==> src/rtl/dispatch_my_action.sv <==
// Per-packet dispatcher: reads back and clears the forAggregation flag.
// Set flag -> bump the aggregation counter. Clear flag -> hand the action to the transmitter.
module dispatch_my_action #(
   parameter int WORD_WIDTH    = 16,
   parameter int ADDR_WIDTH    = 11,
   parameter int FLAG_ADDR     = 2,
   parameter int CNT_ADDR      = 3,
   parameter int AGG_THRESHOLD = 4,
   parameter int SINK_ID       = 65
) (
   input  logic                  clock,
   input  logic                  rst,
   input  logic                  en,
   input  logic                  start,
   input  logic [WORD_WIDTH-1:0] action,
   input  logic [WORD_WIDTH-1:0] data_in,
   output logic [ADDR_WIDTH-1:0] address,
   output logic                  wr_en,
   output logic [WORD_WIDTH-1:0] data_out,
   output logic                  tx_valid,
   input  logic                  tx_ready,
   output logic [WORD_WIDTH-1:0] tx_dest,
   output logic                  agg_fire,
   output logic                  err,
   output logic                  done
);

   localparam logic [3:0] S_IDLE     = 4'd0;
   localparam logic [3:0] S_ARMED    = 4'd1;
   localparam logic [3:0] S_RD_FLAG  = 4'd2;
   localparam logic [3:0] S_CHK_FLAG = 4'd3;
   localparam logic [3:0] S_CLR_FLAG = 4'd4;
   localparam logic [3:0] S_RD_CNT   = 4'd5;
   localparam logic [3:0] S_CHK_CNT  = 4'd6;
   localparam logic [3:0] S_WR_CNT   = 4'd7;
   localparam logic [3:0] S_SEND     = 4'd8;
   localparam logic [3:0] S_FIN      = 4'd9;

   localparam logic [WORD_WIDTH-1:0] THR_M1   = WORD_WIDTH'(AGG_THRESHOLD - 1);
   localparam logic [WORD_WIDTH-1:0] SINK     = WORD_WIDTH'(SINK_ID);
   localparam logic [ADDR_WIDTH-1:0] A_FLAG   = ADDR_WIDTH'(FLAG_ADDR);
   localparam logic [ADDR_WIDTH-1:0] A_CNT    = ADDR_WIDTH'(CNT_ADDR);

   logic [3:0]            state;
   logic [WORD_WIDTH-1:0] act_q;
   logic                  wrap;

   // A corrupt counter at or above the threshold is treated like a full one.
   assign wrap = (data_in >= THR_M1);

   // Outputs are registered on the transition into the state that presents them.
   always_ff @(posedge clock) begin
      if (rst) begin
         state    <= S_IDLE;
         act_q    <= '0;
         address  <= '0;
         wr_en    <= 1'b0;
         data_out <= '0;
         tx_valid <= 1'b0;
         tx_dest  <= '0;
         agg_fire <= 1'b0;
         err      <= 1'b0;
         done     <= 1'b0;
      end else begin
         wr_en    <= 1'b0;
         agg_fire <= 1'b0;
         case (state)
            S_IDLE: if (en) begin
               done    <= 1'b0;
               err     <= 1'b0;
               tx_dest <= '0;
               state   <= S_ARMED;
            end
            S_ARMED: if (start) begin
               act_q   <= action;
               address <= A_FLAG;
               state   <= S_RD_FLAG;
            end
            S_RD_FLAG: state <= S_CHK_FLAG;
            S_CHK_FLAG: begin
               if (data_in[0]) begin
                  data_out <= '0;
                  wr_en    <= 1'b1;
                  state    <= S_CLR_FLAG;
               end else if (act_q == SINK) begin
                  // Unflagged packet addressed to ourselves: nothing valid to send.
                  err     <= 1'b1;
                  done    <= 1'b1;
                  address <= '0;
                  state   <= S_FIN;
               end else begin
                  tx_valid <= 1'b1;
                  tx_dest  <= act_q;
                  state    <= S_SEND;
               end
            end
            S_CLR_FLAG: begin
               address <= A_CNT;
               state   <= S_RD_CNT;
            end
            S_RD_CNT: state <= S_CHK_CNT;
            S_CHK_CNT: begin
               data_out <= wrap ? '0 : data_in + WORD_WIDTH'(1);
               agg_fire <= wrap;
               wr_en    <= 1'b1;
               state    <= S_WR_CNT;
            end
            S_WR_CNT: begin
               address <= '0;
               done    <= 1'b1;
               state   <= S_FIN;
            end
            S_SEND: if (tx_ready) begin
               tx_valid <= 1'b0;
               address  <= '0;
               done     <= 1'b1;
               state    <= S_FIN;
            end
            S_FIN: state <= S_IDLE;
            default: state <= S_IDLE;
         endcase
      end
   end

endmodule

==> config.mk <==
export PLATFORM = sky130hd
export DESIGN_NAME = dispatch_my_action
export DESIGN_NICKNAME = d
export VERILOG_FILES = /design/src/rtl/dispatch_my_action.sv
export SDC_FILE = /design/constraint.sdc
export NUM_CORES = 1
export LEC_CHECK = 0
export ABC_CLOCK_PERIOD_IN_PS = 3200
export CAP_MARGIN = 10
export CELL_PAD_IN_SITES_DETAIL_PLACEMENT = 1
export CELL_PAD_IN_SITES_GLOBAL_PLACEMENT = 2
export CORE_UTILIZATION = 26
export CTS_CLUSTER_DIAMETER = 30
export CTS_CLUSTER_SIZE = 24
export DETAILED_ROUTE_END_ITERATION = 10
export PLACE_DENSITY_LB_ADDON = 0.05
export SYNTH_ARGS = -nofsm -noshare
export SYNTH_HDL_FRONTEND = slang
export SYNTH_SLANG_ARGS = --single-unit
==> constraint.sdc <==
create_clock -name clock -period 3.2 [get_ports clock]
set_clock_uncertainty 0.05 [all_clocks]
set_input_delay 0.48 -clock clock [delete_from_list [all_inputs] [get_ports clock]]
set_output_delay 0.48 -clock clock [all_outputs]
set_load 0.02 [all_outputs]
Word level (Yosys, flattened, before mapping). Cells that the tools add are included.

Register bits: 68. Input bits: 37. Output and inout bits: 48. Word-level logic and storage cells: 74.

Add/subtract/negate cells: 1. Order comparisons: 1. Equal/unequal tests: 16. Multiplexer cells: 30. Bitwise operators: 1. Reductions and logical operators: 15.

Operators by type and width (number): $mux W16 (5); $pmux W16 S2 (2); $pmux W11 S5 (1); $mux W11 (4); $pmux W4 S9 (1); $add A16 B1 Y16 const B (1); $eq A16 B7 Y1 const B (1); $eq A4 B3 Y1 const B (4); $ge A16 B2 Y1 const B (1); $mux W4 (4); $ne A2 B2 Y1 const B (7); $reduce_and A4 Y1 (3); $reduce_and A5 Y1 (2); $mux W1 (9); $eq A4 B2 Y1 const B (2); $pmux W1 S2 (3); $reduce_bool A2 Y1 (3); $reduce_bool A5 Y1 (1); $eq A4 B1 Y1 const B (1); $eq A4 B4 Y1 const B (1); $logic_not A4 Y1 (1); $pmux W1 S4 (1); $reduce_and A2 Y1 (2); $reduce_bool A4 Y1 (1); 3 further kinds (3).

Depth between registers and ports, before layout.
Depth in word-level cells: 4. Gate-level depth with buffers: 7. Mapped depth without buffers: 5.

Least setup slack after synthesis. Ideal clock, no wire load.

Path kind: flip-flop to flip-flop. Start: reg act_q[2]. End: reg tx_dest[10]. Library setup time: 0.072 ns. Arrival time: 2.124 ns. Required time: 3.078 ns. Slack: 0.955 ns. Cell stages (with the launch flop): 7. Path buffers: 2. Cells stage by stage: dfxtp_1 > or4_4 > or4_4 > buf_6 > o211ai_4 > buf_12 > mux2i_1.

Longest elaborated chain between the ends: 3.

RTL lines: from (decl) (line 45) `logic [WORD_WIDTH-1:0] act_q;`; from (signal assigned) (line 75) `act_q <= action;`; $eq A16 B7 Y1 (line 85) `end else if (act_q == SINK) begin`; $ne A2 B2 Y1 (no source line); $reduce_and A4 Y1 (no source line); to (signal assigned) (line 93) `tx_dest <= act_q;`; to (decl) (line 22) `output logic [WORD_WIDTH-1:0] tx_dest,`.

Every way passes these cells. A chain may end at the register's enable or synchronous reset.

Final worst setup path.
Start: reg act_q[2]. End: reg tx_dest[12].

Same word-level chain as after synthesis.

==> flow_summary.ini <==
[setup_path]
path_buf_inv = 1
cp.required_ns = 3.40
cp_max_fo = 16
cp-start-kind = flip-flop
criticalPathCategory = reg -> reg
crit_chain = or4_4 > or4_4 > o211ai_4 > buf_4 > mux2i_1
end_kind = flip-flop
reg2reg_slack_ns = 0.82
cp_common_cell = or4_4
cp_top_family = simple AND/OR/NAND/NOR gates
cp_slowest_stage_delay_ns = 0.60
worst_path_max_delay_cell = or4_4
cp.arrival_ns = 2.58

[timing]
hold_viol_final = 0
period_share_pct = 74.4
layout_min_cycle_time_ns = 2.38
fin_setup_tns_ns = 0
slew-limit-headroom_pct = 55.2
rsz0062_at_grt = false
worst_pin_slew_ns = 0.673
slew_violations = 0
setup_viol = 0
fmax_ghz = 0.420

[floorplan]
ios = 85
die_area_mm2 = 0.00990
fp.dieH_um = 99.5
die_w_um = 99.5
core_mm2 = 0.00924
row_count = 35
start_util_pct = 26.8

[power_and_ir_drop]
power.density_mw_per_mm2 = 515
fin_total_pwr_mw = 1.82
power_leakage_nw = 1.36
peakVddDrop_mv = 0.180

[clock_network]
clkSinkCount = 59
numCtsBuffers = 9
root_buffer = clkbuf_8
clk_path_buf_depth = 2
htreeDepth = 3
cts_hold_buf = 0
clk_latency_ns = 0.33
post_cts_resized = 0
cts_setup_buffers = 0
clk_pin_slew_worst_paths_ns = 0.07
cts_tree = yes

[synthesis]
syn_inst = 282
seq_area_frac_synth_pct = 47.8
syn_avg_cell_area_um2 = 8.77
synth_edf_count = 0
synth_flop_cell = dfxtp_1
synth_area_mm2 = 0.00247
synth_seq_cells = 59
synthArstFlopShare_pct = 0
synth_cell_types = 44
synth-warning-count = 0

[routing]
first_iter_violations = 36
drc_errors = 0
wl_per_cell_um = 14.4
viasPerCell = 4.53
ant_nets = 0
routed_wl_um = 7090
vias = 2224
first_pass_iters = 4

[layout]
drive_above_1_share_pct = 7.18
area_growth_syn_to_layout_pct = 42.7
final_cell_mix = clkdlybuf4s50_1 (75), nand2_1 (73), dfxtp_1 (59)
final_area_mm2 = 0.00353
diodes = 0
layout_commonest_cell = clkdlybuf4s50_1
fin_nets = 395
fillers = 1094

[global_route]
grt_usage_pct = 15.6
gr-total-overflow = 0
grt_max_degree = 26
grt_first_pass_wirelength_um = 11800
grt_pass1_vias = 2307
antenna_found_initial = 0

[placement]
place.gp.congestion = 0.721
numPortBuffers = 75
dpl.hpwl_um = 4940
placed_area_mm2 = 0.00329

[min_path]
hold_class = reg -> reg

[outcome]
status = complete, no violations

[run]
maxCapViolations = 0
-- metal layers --
layer,wire length (µm),track usage (%),vias up
met3,239,2.81,7
met2,3350,25.2,50
met1,3420,20.6,1063
met4,81,6.11,0
met5,0,0,-
li1,-,-,1104
-- cell usage after synthesis, types with 2 or more instances --
master | instances | area [µm²]
o211ai_1 | 3 | 22.5
inv_1 | 6 | 22.5
buf_6 | 2 | 22.5
mux2i_1 | 16 | 160
buf_4 | 9 | 67.6
or4_1 | 2 | 15.0
a32oi_1 | 5 | 43.8
nor4_1 | 4 | 25.0
or4_4 | 2 | 22.5
o21ai_0 | 2 | 10.0
a221o_1 | 2 | 20.0
a21oi_1 | 19 | 95.1
nor2_1 | 12 | 45.0
clkbuf_1 | 13 | 48.8
nor3_1 | 4 | 20.0
and3_1 | 16 | 100
nand3b_1 | 2 | 15.0
dfxtp_1 | 59 | 1180
nor2b_1 | 3 | 18.8
nand2b_1 | 5 | 31.3
nand2_1 | 73 | 274
-- worst min-delay path, cell delays in order (launching register included) --
cell     delay, ns
dfxtp_1       0.31
nand2_1       0.05
mux2i_1       0.05
-- state kept, by name, summed over array words and instances, names as in the netlist, 2 cells and up --
register and cells:
data_out 16, state 4, address 2, tx_dest 16, act_q 16
-- final timing paths --
path / end / depth (start not counted) / startpoint
max: tx_dest[12] / 5 / act_q[2]
max reg2reg: tx_dest[12] / 5 / act_q[2]
min reg2reg: tx_dest[6] / 2 / tx_dest[6]
min: tx_dest[6] / 2 / tx_dest[6]
-- area by class of cell --
cell class	count	area, µm²	area share, %
tap	129	161	4.58
multi-input combinational	198	1130	32.1
clock buffer	12	145	4.11
timing repair buffer	83	812	23.0
sequential	59	1180	33.5
clock inverter	4	73.8	2.09
inverter	6	22.5	0.639
-- through the flow --
stage	util, %	hold slack, ns	std cells	worst slack, ns
floorplan	-	0.392	290	0.955
global placement	35.6	0.398	473	0.663
detailed placement	35.6	0.403	473	0.509
CTS	38.0	0.413	489	0.507
global route	38.2	0.432	491	0.713
finish	38.2	0.408	491	0.821
-- cells by family after synthesis --
| group | count (synthesis) | synth area share (%) |
|---|---|---|
| other | 1 | 0.152 |
| adder cells (fa/ha/maj) | 1 | 0.506 |
| multiplexers | 16 | 6.48 |
| AND/OR/NAND/NOR | 131 | 25.7 |
| buffers and inverters | 33 | 7.69 |
| AO/OA/AOI/OAI | 41 | 11.7 |
| flip-flops | 59 | 47.8 |
-- where the power goes --
part / total [mW] / switching (mW) / internal, mW
clock network: 0.765 / 0.304 / 0.461
logic: 0.267 / 0.144 / 0.123
registers: 0.785 / 0.0252 / 0.759
Power figures use the tool's default switching activity.
